## src/rtl/oled_pkg.sv

```systemverilog
// -----------------------------------------------------------------------------
// oled_pkg
// Shared definitions for the 96x64 OLED display blocks: scene encoding,
// panel geometry, common RGB565 colours and a border-test helper.
// -----------------------------------------------------------------------------
package oled_pkg;

    typedef enum logic [1:0] {
        TITLE = 2'd0,
        PLAY  = 2'd1,
        PAUSE = 2'd2,
        OVER  = 2'd3
    } scene_t;

    localparam int OLED_W      = 96;
    localparam int OLED_H      = 64;
    localparam int OLED_PIXELS = OLED_W * OLED_H;

    // Width of the pause overlay frame, in pixels.
    localparam int BORDER_W = 2;

    localparam logic [15:0] BLACK   = 16'h0000;
    localparam logic [15:0] WHITE   = 16'hFFFF;
    localparam logic [15:0] RED     = 16'hF800;
    localparam logic [15:0] GREEN   = 16'h07E0;
    localparam logic [15:0] BLUE    = 16'h001F;
    localparam logic [15:0] YELLOW  = 16'hFFE0;
    localparam logic [15:0] CYAN    = 16'h07FF;
    localparam logic [15:0] MAGENTA = 16'hF81F;

    // True when (x, y) lies within BORDER_W pixels of any panel edge.
    function automatic logic in_border(input logic [6:0] x, input logic [5:0] y);
        return (x < 7'(BORDER_W)) || (x >= 7'(OLED_W - BORDER_W)) ||
               (y < 6'(BORDER_W)) || (y >= 6'(OLED_H - BORDER_W));
    endfunction

endpackage

```

## src/rtl/oled_pixel_coord.sv

```systemverilog
// -----------------------------------------------------------------------------
// oled_pixel_coord
// Converts the OLED driver's row-major raster index into registered column
// and row coordinates. Indices beyond the panel clamp to (0,0) and drop the
// valid flag so downstream colour logic can blank them.
//
// Ports:
//   clk            in   pixel clock
//   rst_n          in   async active-low reset
//   i_pixel_index  in   raster index, 0..OLED_PIXELS-1 nominal
//   o_x            out  column 0..95, registered
//   o_y            out  row 0..63, registered
//   o_valid        out  registered index-in-range flag
// -----------------------------------------------------------------------------
module oled_pixel_coord
    import oled_pkg::*;
(
    input  logic        clk,
    input  logic        rst_n,
    input  logic [12:0] i_pixel_index,
    output logic [6:0]  o_x,
    output logic [5:0]  o_y,
    output logic        o_valid
);

    logic       w_in_range;
    logic [6:0] w_x;
    logic [5:0] w_y;

    assign w_in_range = (i_pixel_index < 13'(OLED_PIXELS));
    assign w_x        = 7'(i_pixel_index % 13'(OLED_W));
    assign w_y        = 6'(i_pixel_index / 13'(OLED_W));

    always_ff @(posedge clk or negedge rst_n) begin
        if (!rst_n) begin
            o_x     <= '0;
            o_y     <= '0;
            o_valid <= 1'b0;
        end else if (w_in_range) begin
            o_x     <= w_x;
            o_y     <= w_y;
            o_valid <= 1'b1;
        end else begin
            o_x     <= '0;
            o_y     <= '0;
            o_valid <= 1'b0;
        end
    end

endmodule

```

## src/rtl/oled_scene_sequencer.sv

```systemverilog
// -----------------------------------------------------------------------------
// oled_scene_sequencer
// Scene controller for the 96x64 OLED game display. Runs the game-state
// machine, produces registered x/y for the renderers, selects the renderer
// colour for the driver and generates the flash enable used by PAUSE/OVER.
// Scene changes are committed only on frame_begin so a frame never mixes
// two scenes.
//
// Ports:
//   clk, rst_n                      pixel clock, async active-low reset
//   pixel_index                     raster index from the driver
//   frame_begin                     one-cycle start-of-frame pulse
//   btn_start, btn_pause            debounced single-cycle button pulses
//   game_over                       level from the game logic
//   title_data/play_data/over_data  renderer colours, driven from x/y
//   x, y                            registered coordinates (1-cycle latency)
//   scene_sel                       committed scene
//   active                          flash phase for the renderers
//   oled_data                       registered colour (2-cycle latency)
//
// Scene FSM (evaluated on the requested scene, committed at frame_begin):
//   state | meaning
//   TITLE | title screen, start -> PLAY
//   PLAY  | game running, game_over -> OVER, else pause -> PAUSE
//   PAUSE | frozen play view with flashing border, pause/start -> PLAY
//   OVER  | game-over screen, start -> TITLE
// -----------------------------------------------------------------------------
module oled_scene_sequencer
    import oled_pkg::*;
#(
    parameter int          FLASH_FRAMES  = 30,
    parameter logic [15:0] BORDER_COLOUR = 16'hFFE0
) (
    input  logic        clk,
    input  logic        rst_n,
    input  logic [12:0] pixel_index,
    input  logic        frame_begin,
    input  logic        btn_start,
    input  logic        btn_pause,
    input  logic        game_over,
    input  logic [15:0] title_data,
    input  logic [15:0] play_data,
    input  logic [15:0] over_data,
    output logic [6:0]  x,
    output logic [5:0]  y,
    output logic [1:0]  scene_sel,
    output logic        active,
    output logic [15:0] oled_data
);

    localparam int CW = (FLASH_FRAMES > 1) ? $clog2(FLASH_FRAMES) : 1;

    scene_t        r_next_scene;
    scene_t        w_next_scene_d;
    scene_t        r_scene;
    logic [CW-1:0] r_flash_cnt;
    logic          r_active;
    logic [15:0]   r_oled;
    logic [15:0]   w_pixel;
    logic          w_valid;
    logic          w_scene_change;
    logic          w_flash_scene;

    oled_pixel_coord u_coord (
        .clk           (clk),
        .rst_n         (rst_n),
        .i_pixel_index (pixel_index),
        .o_x           (x),
        .o_y           (y),
        .o_valid       (w_valid)
    );

    // Requests chain on the pending scene, so only the last target in a
    // frame ever reaches scene_sel.
    always_comb begin
        w_next_scene_d = r_next_scene;
        case (r_next_scene)
            TITLE: if (btn_start) w_next_scene_d = PLAY;
            PLAY: begin
                if (game_over)      w_next_scene_d = OVER;
                else if (btn_pause) w_next_scene_d = PAUSE;
            end
            PAUSE: if (btn_pause || btn_start) w_next_scene_d = PLAY;
            OVER:  if (btn_start) w_next_scene_d = TITLE;
            default: w_next_scene_d = TITLE;
        endcase
    end

    // Commit samples the pending scene before this cycle's request lands,
    // so a request coinciding with frame_begin waits a frame.
    always_ff @(posedge clk or negedge rst_n) begin
        if (!rst_n) begin
            r_next_scene <= TITLE;
            r_scene      <= TITLE;
        end else begin
            r_next_scene <= w_next_scene_d;
            if (frame_begin) r_scene <= r_next_scene;
        end
    end

    assign w_scene_change = frame_begin && (r_next_scene != r_scene);
    assign w_flash_scene  = (r_scene == PAUSE) || (r_scene == OVER);

    always_ff @(posedge clk or negedge rst_n) begin
        if (!rst_n) begin
            r_flash_cnt <= '0;
            r_active    <= 1'b0;
        end else if (w_scene_change || !w_flash_scene) begin
            r_flash_cnt <= '0;
            r_active    <= 1'b0;
        end else if (frame_begin) begin
            if (r_flash_cnt == CW'(FLASH_FRAMES - 1)) begin
                r_flash_cnt <= '0;
                r_active    <= ~r_active;
            end else begin
                r_flash_cnt <= r_flash_cnt + 1'b1;
            end
        end
    end

    // Uses the coordinate stage's x/y and the committed scene, so the first
    // pixel of a frame already reflects the scene committed on frame_begin.
    always_comb begin
        w_pixel = BLACK;
        if (w_valid) begin
            case (r_scene)
                TITLE: w_pixel = title_data;
                PLAY:  w_pixel = play_data;
                OVER:  w_pixel = over_data;
                PAUSE: w_pixel = (r_active && in_border(x, y)) ? BORDER_COLOUR : play_data;
                default: w_pixel = BLACK;
            endcase
        end
    end

    always_ff @(posedge clk or negedge rst_n) begin
        if (!rst_n) r_oled <= BLACK;
        else        r_oled <= w_pixel;
    end

    assign scene_sel = r_scene;
    assign active    = r_active;
    assign oled_data = r_oled;

endmodule

```

## config.mk

```make
export PLATFORM = sky130hd
export DESIGN_NAME = oled_scene_sequencer
export DESIGN_NICKNAME = d
export VERILOG_FILES = /design/src/rtl/oled_pkg.sv /design/src/rtl/oled_pixel_coord.sv /design/src/rtl/oled_scene_sequencer.sv
export SDC_FILE = /design/constraint.sdc
export NUM_CORES = 1
export LEC_CHECK = 0
export BUFFER_PORTS_ARGS = -buffer_cell sky130_fd_sc_hd__buf_2
export CORE_UTILIZATION = 53
export DETAILED_ROUTE_END_ITERATION = 7
export PLACE_DENSITY = 0.88
export SYNTH_ARGS = -nofsm -noshare
export SYNTH_HDL_FRONTEND = slang
export SYNTH_SLANG_ARGS = --single-unit
```

## constraint.sdc

```tcl
create_clock -name clk -period 4.3 [get_ports clk]
set_input_delay 0.86 -clock clk [delete_from_list [all_inputs] [get_ports clk]]
set_output_delay 0.86 -clock clk [all_outputs]
set_load 0.01 [all_outputs]
```

==> impl_metrics.yaml <==
power:
  ir_worst_vdd_uv: 167.6
  p_int_w: 0.0008706
  power_switching_w: 0.0005136
  seq_power_share_pct: 41.2
  power_frac_comb_pct: 39.9
  leakagePower_nw: 1.460
  finalPower_w: 0.001384
  powerDensity_nw_per_um2: 456.2
  switching_share_pct: 37.10
  p_clk_share_pct: 18.8
setup_path:
  r2r_cells: 7
  reg2reg_slack_ns: 1.90
  cp.arrival_ns: 2.90
  crit_path_start_kind: "input port"
  end_kind: "flop"
  crit_required_ns: 4.44
  rr_endpoint: "oled_data[7]$_DFF_PN0_"
  crit_type: "in2reg"
  cp_max_fo: 16
  crit-reg2reg-launch: "u_coord.o_y[2]$_DFF_PN0_"
outcome:
  status: "finished with violations"
  violations: "DRC"
drt:
  drt-total-wl_mm: 6.076
  drc: 18
  vias: 2441
  drt-vias-per-instance: 5.854
  dr.pass1.iters: 7
  wire_per_inst_um: 14.57
  drtAntennaViolNets: 0
  initialDrtViolationCount: 218
global_routing:
  grt_max_degree: 41
  antenna_found_initial: 0
  grt_pass1_vias: 2157
  grt.overflow.total: 0
  grt.total_usage_pct: 24.35
  grt_pass1_wl_mm: 9.722
yosys:
  avgSynthCellArea_um2: 8.829
  ys_ff_latch: 40
  netlist_top_cells_area: "dfrtp_1 40%, mux2i_1 5.2%, o21ai_0 5.0%, a211oi_1 3.9%, nor2_1 3.5%"
  netlist_instances: 282
  synth_top_area_share_pct: 40.20
  yosysSeqAreaShare_pct: 40.20
  yosys.area.top_type: "dfrtp_1"
  synth_edf_count: 0
  ys_types: 53
  yosys_warnings: 0
  synth_top_flop_cell: "dfrtp_1"
  async_flop_share_pct: 100.0
  synth_area_um2: 2490
  synth_nets: 351
flow_run:
  cap_viol_max_count: 0
clock_network:
  htree_levels: 2
  cts_resized: 0
  cts_hold_buf: 0
  root_buffer: "clkbuf_8"
  clock_path_buffers: 2
  cts_made_buffers: 5
  path_clk_slew_ns: 0.07
  tritoncts: "done"
  cts_sinks: 40
  clk_latency_ns: 0.28
  postCtsSetupRepairBufs: 0
floorplanning:
  initial_utilization_pct: 56.02
  die_y_um: 70.54
  rows: 24
  io_pins: 99
  die_area_um2: 4976
  die_w_um: 70.54
  coreArea_um2: 4444
layout:
  multi_input_area_um2: 1340
  final_common_cell: "buf_2"
  antennaDiodeCount: 0
  fillers: 353
  layout.nets: 434
  final_cell_mix: "98 x buf_2, 40 x dfrtp_1, 25 x o21ai_0"
  layout-drive-gt1-share_pct: 32.60
  fin_util_pct: 68.27
  area_delta_synth_final_pct: 21.86
  seq_area_um2: 1001
placement:
  portBuffers: 98
  place_congestion: 0.8242
  place_hpwl_mm: 4.368
  pre_cts_ws_ns: 1.241
hold_path:
  holdPathEnd: "r_flash_cnt[1]$_DFFE_PN0P_"
  hold_start: "r_flash_cnt[1]$_DFFE_PN0P_"
  hold_path_depth: 2
  holdCritPathClass: "reg2reg"
timing:
  fin_crit_sh_pct: 64.13
  fin_tns_setup_ns: 0
  worst_pin_slew_ns: 0.8576
  hold_violations: 0
  max_clock_freq_mhz: 362.6
  final_max_slew_viol_count: 0
  rsz0062_at_grt: "no"
  slew_headroom_pct: 42.82
  setup_ws_ns: 1.542
  setup_viol: 0
  fin_skew_ns: 0.006864
  fin_crit_ns: 2.758
## through the flow
stage               instance area, µm²  hold slack, ns  instances
finish                            3034          0.5349        417
global route                      3034          0.5753        417
CTS                               3034          0.5388        417
detailed placement                2938          0.5228        410
global placement                  2938          0.5184        410
floorplan                         2490          0.4877        282
## power groups by stage
stage / registers (W) / logic, W / clock network [W]
after detailed placement: 0.000576 / 0.000549 / 0
after floorplan: 0.000588 / 0.000343 / 0
after CTS: 0.000569 / 0.000552 / 0.000266
after global placement: 0.000573 / 0.000529 / 0
after global routing: 0.000587 / 0.000607 / 0.000285
final: 0.000571 / 0.000553 / 0.000261
## worst max-delay path, cell delays in order
cell	delay, ns
buf_2	0.18
and2_1	0.30
inv_2	0.16
o22ai_1	0.10
o21ai_1	0.21
o2111ai_2	0.33
and2_1	0.28
a2111oi_0	0.37
a311oi_1	0.09
## sequential cells by signal (all words and copies together), names as in the netlist
name / count
u_coord.o_x: 7
oled_data: 16
r_flash_cnt: 5
active: 1
u_coord.o_valid: 1
r_next_scene: 2
scene_sel: 2
u_coord.o_y: 6
## cell families (layout without fill, tap and decap cells)
family                     Yosys count  count (layout)  synth area share, %
AOI/OAI and AO/OA                   89              89                24.52
xor gates and xnor gates             3               3                1.055
adders and majority gates            2               2                1.005
buffers and inverters               32             115                5.980
DFF                                 40              40                40.20
muxes                               14              14                5.678
and+or+nand+nor                    102             102                21.56
## how the worst max path moves through the flow
stage / start / endpoint / slack, ns / cells after the start
after global routing: pixel_index[12] / u_coord.o_y[0]$_DFF_PN0_ / 1.25 / 9
after global placement: pixel_index[12] / u_coord.o_y[0]$_DFF_PN0_ / 1.36 / 9
after detailed placement: pixel_index[12] / u_coord.o_y[0]$_DFF_PN0_ / 1.24 / 9
final: pixel_index[12] / u_coord.o_y[0]$_DFF_PN0_ / 1.54 / 9
after floorplan: pixel_index[7] / u_coord.o_x[5]$_DFF_PN0_ / 1.89 / 9
after CTS: pixel_index[12] / u_coord.o_y[0]$_DFF_PN0_ / 1.55 / 9
## final cells by class
cell class                      count  share of cell area [%]
Sequential cell                    40                   32.99
Timing Repair Buffer               99                   16.41
Clock buffer                        7                   3.175
Tap cell                           52                   2.144
Inverter                            9                   1.113
Multi-Input combinational cell    210                   44.17
## synth_stat cells, drive strengths merged (9+ instances only)
master,n
a211oi,13
a21oi,13
and2,9
clkbuf,15
dfrtp,40
inv,9
mux2i,13
nand2,19
nand2b,9
nand3,10
nor2,23
o21ai,28
## routing by layer
metal  track usage (%)  wire length [µm]
met4             7.333                87
met5                 0                 0
met3             3.989               366
met1             30.21              2517
met2             43.80              3105
Power figures use the tool's default switching activity.
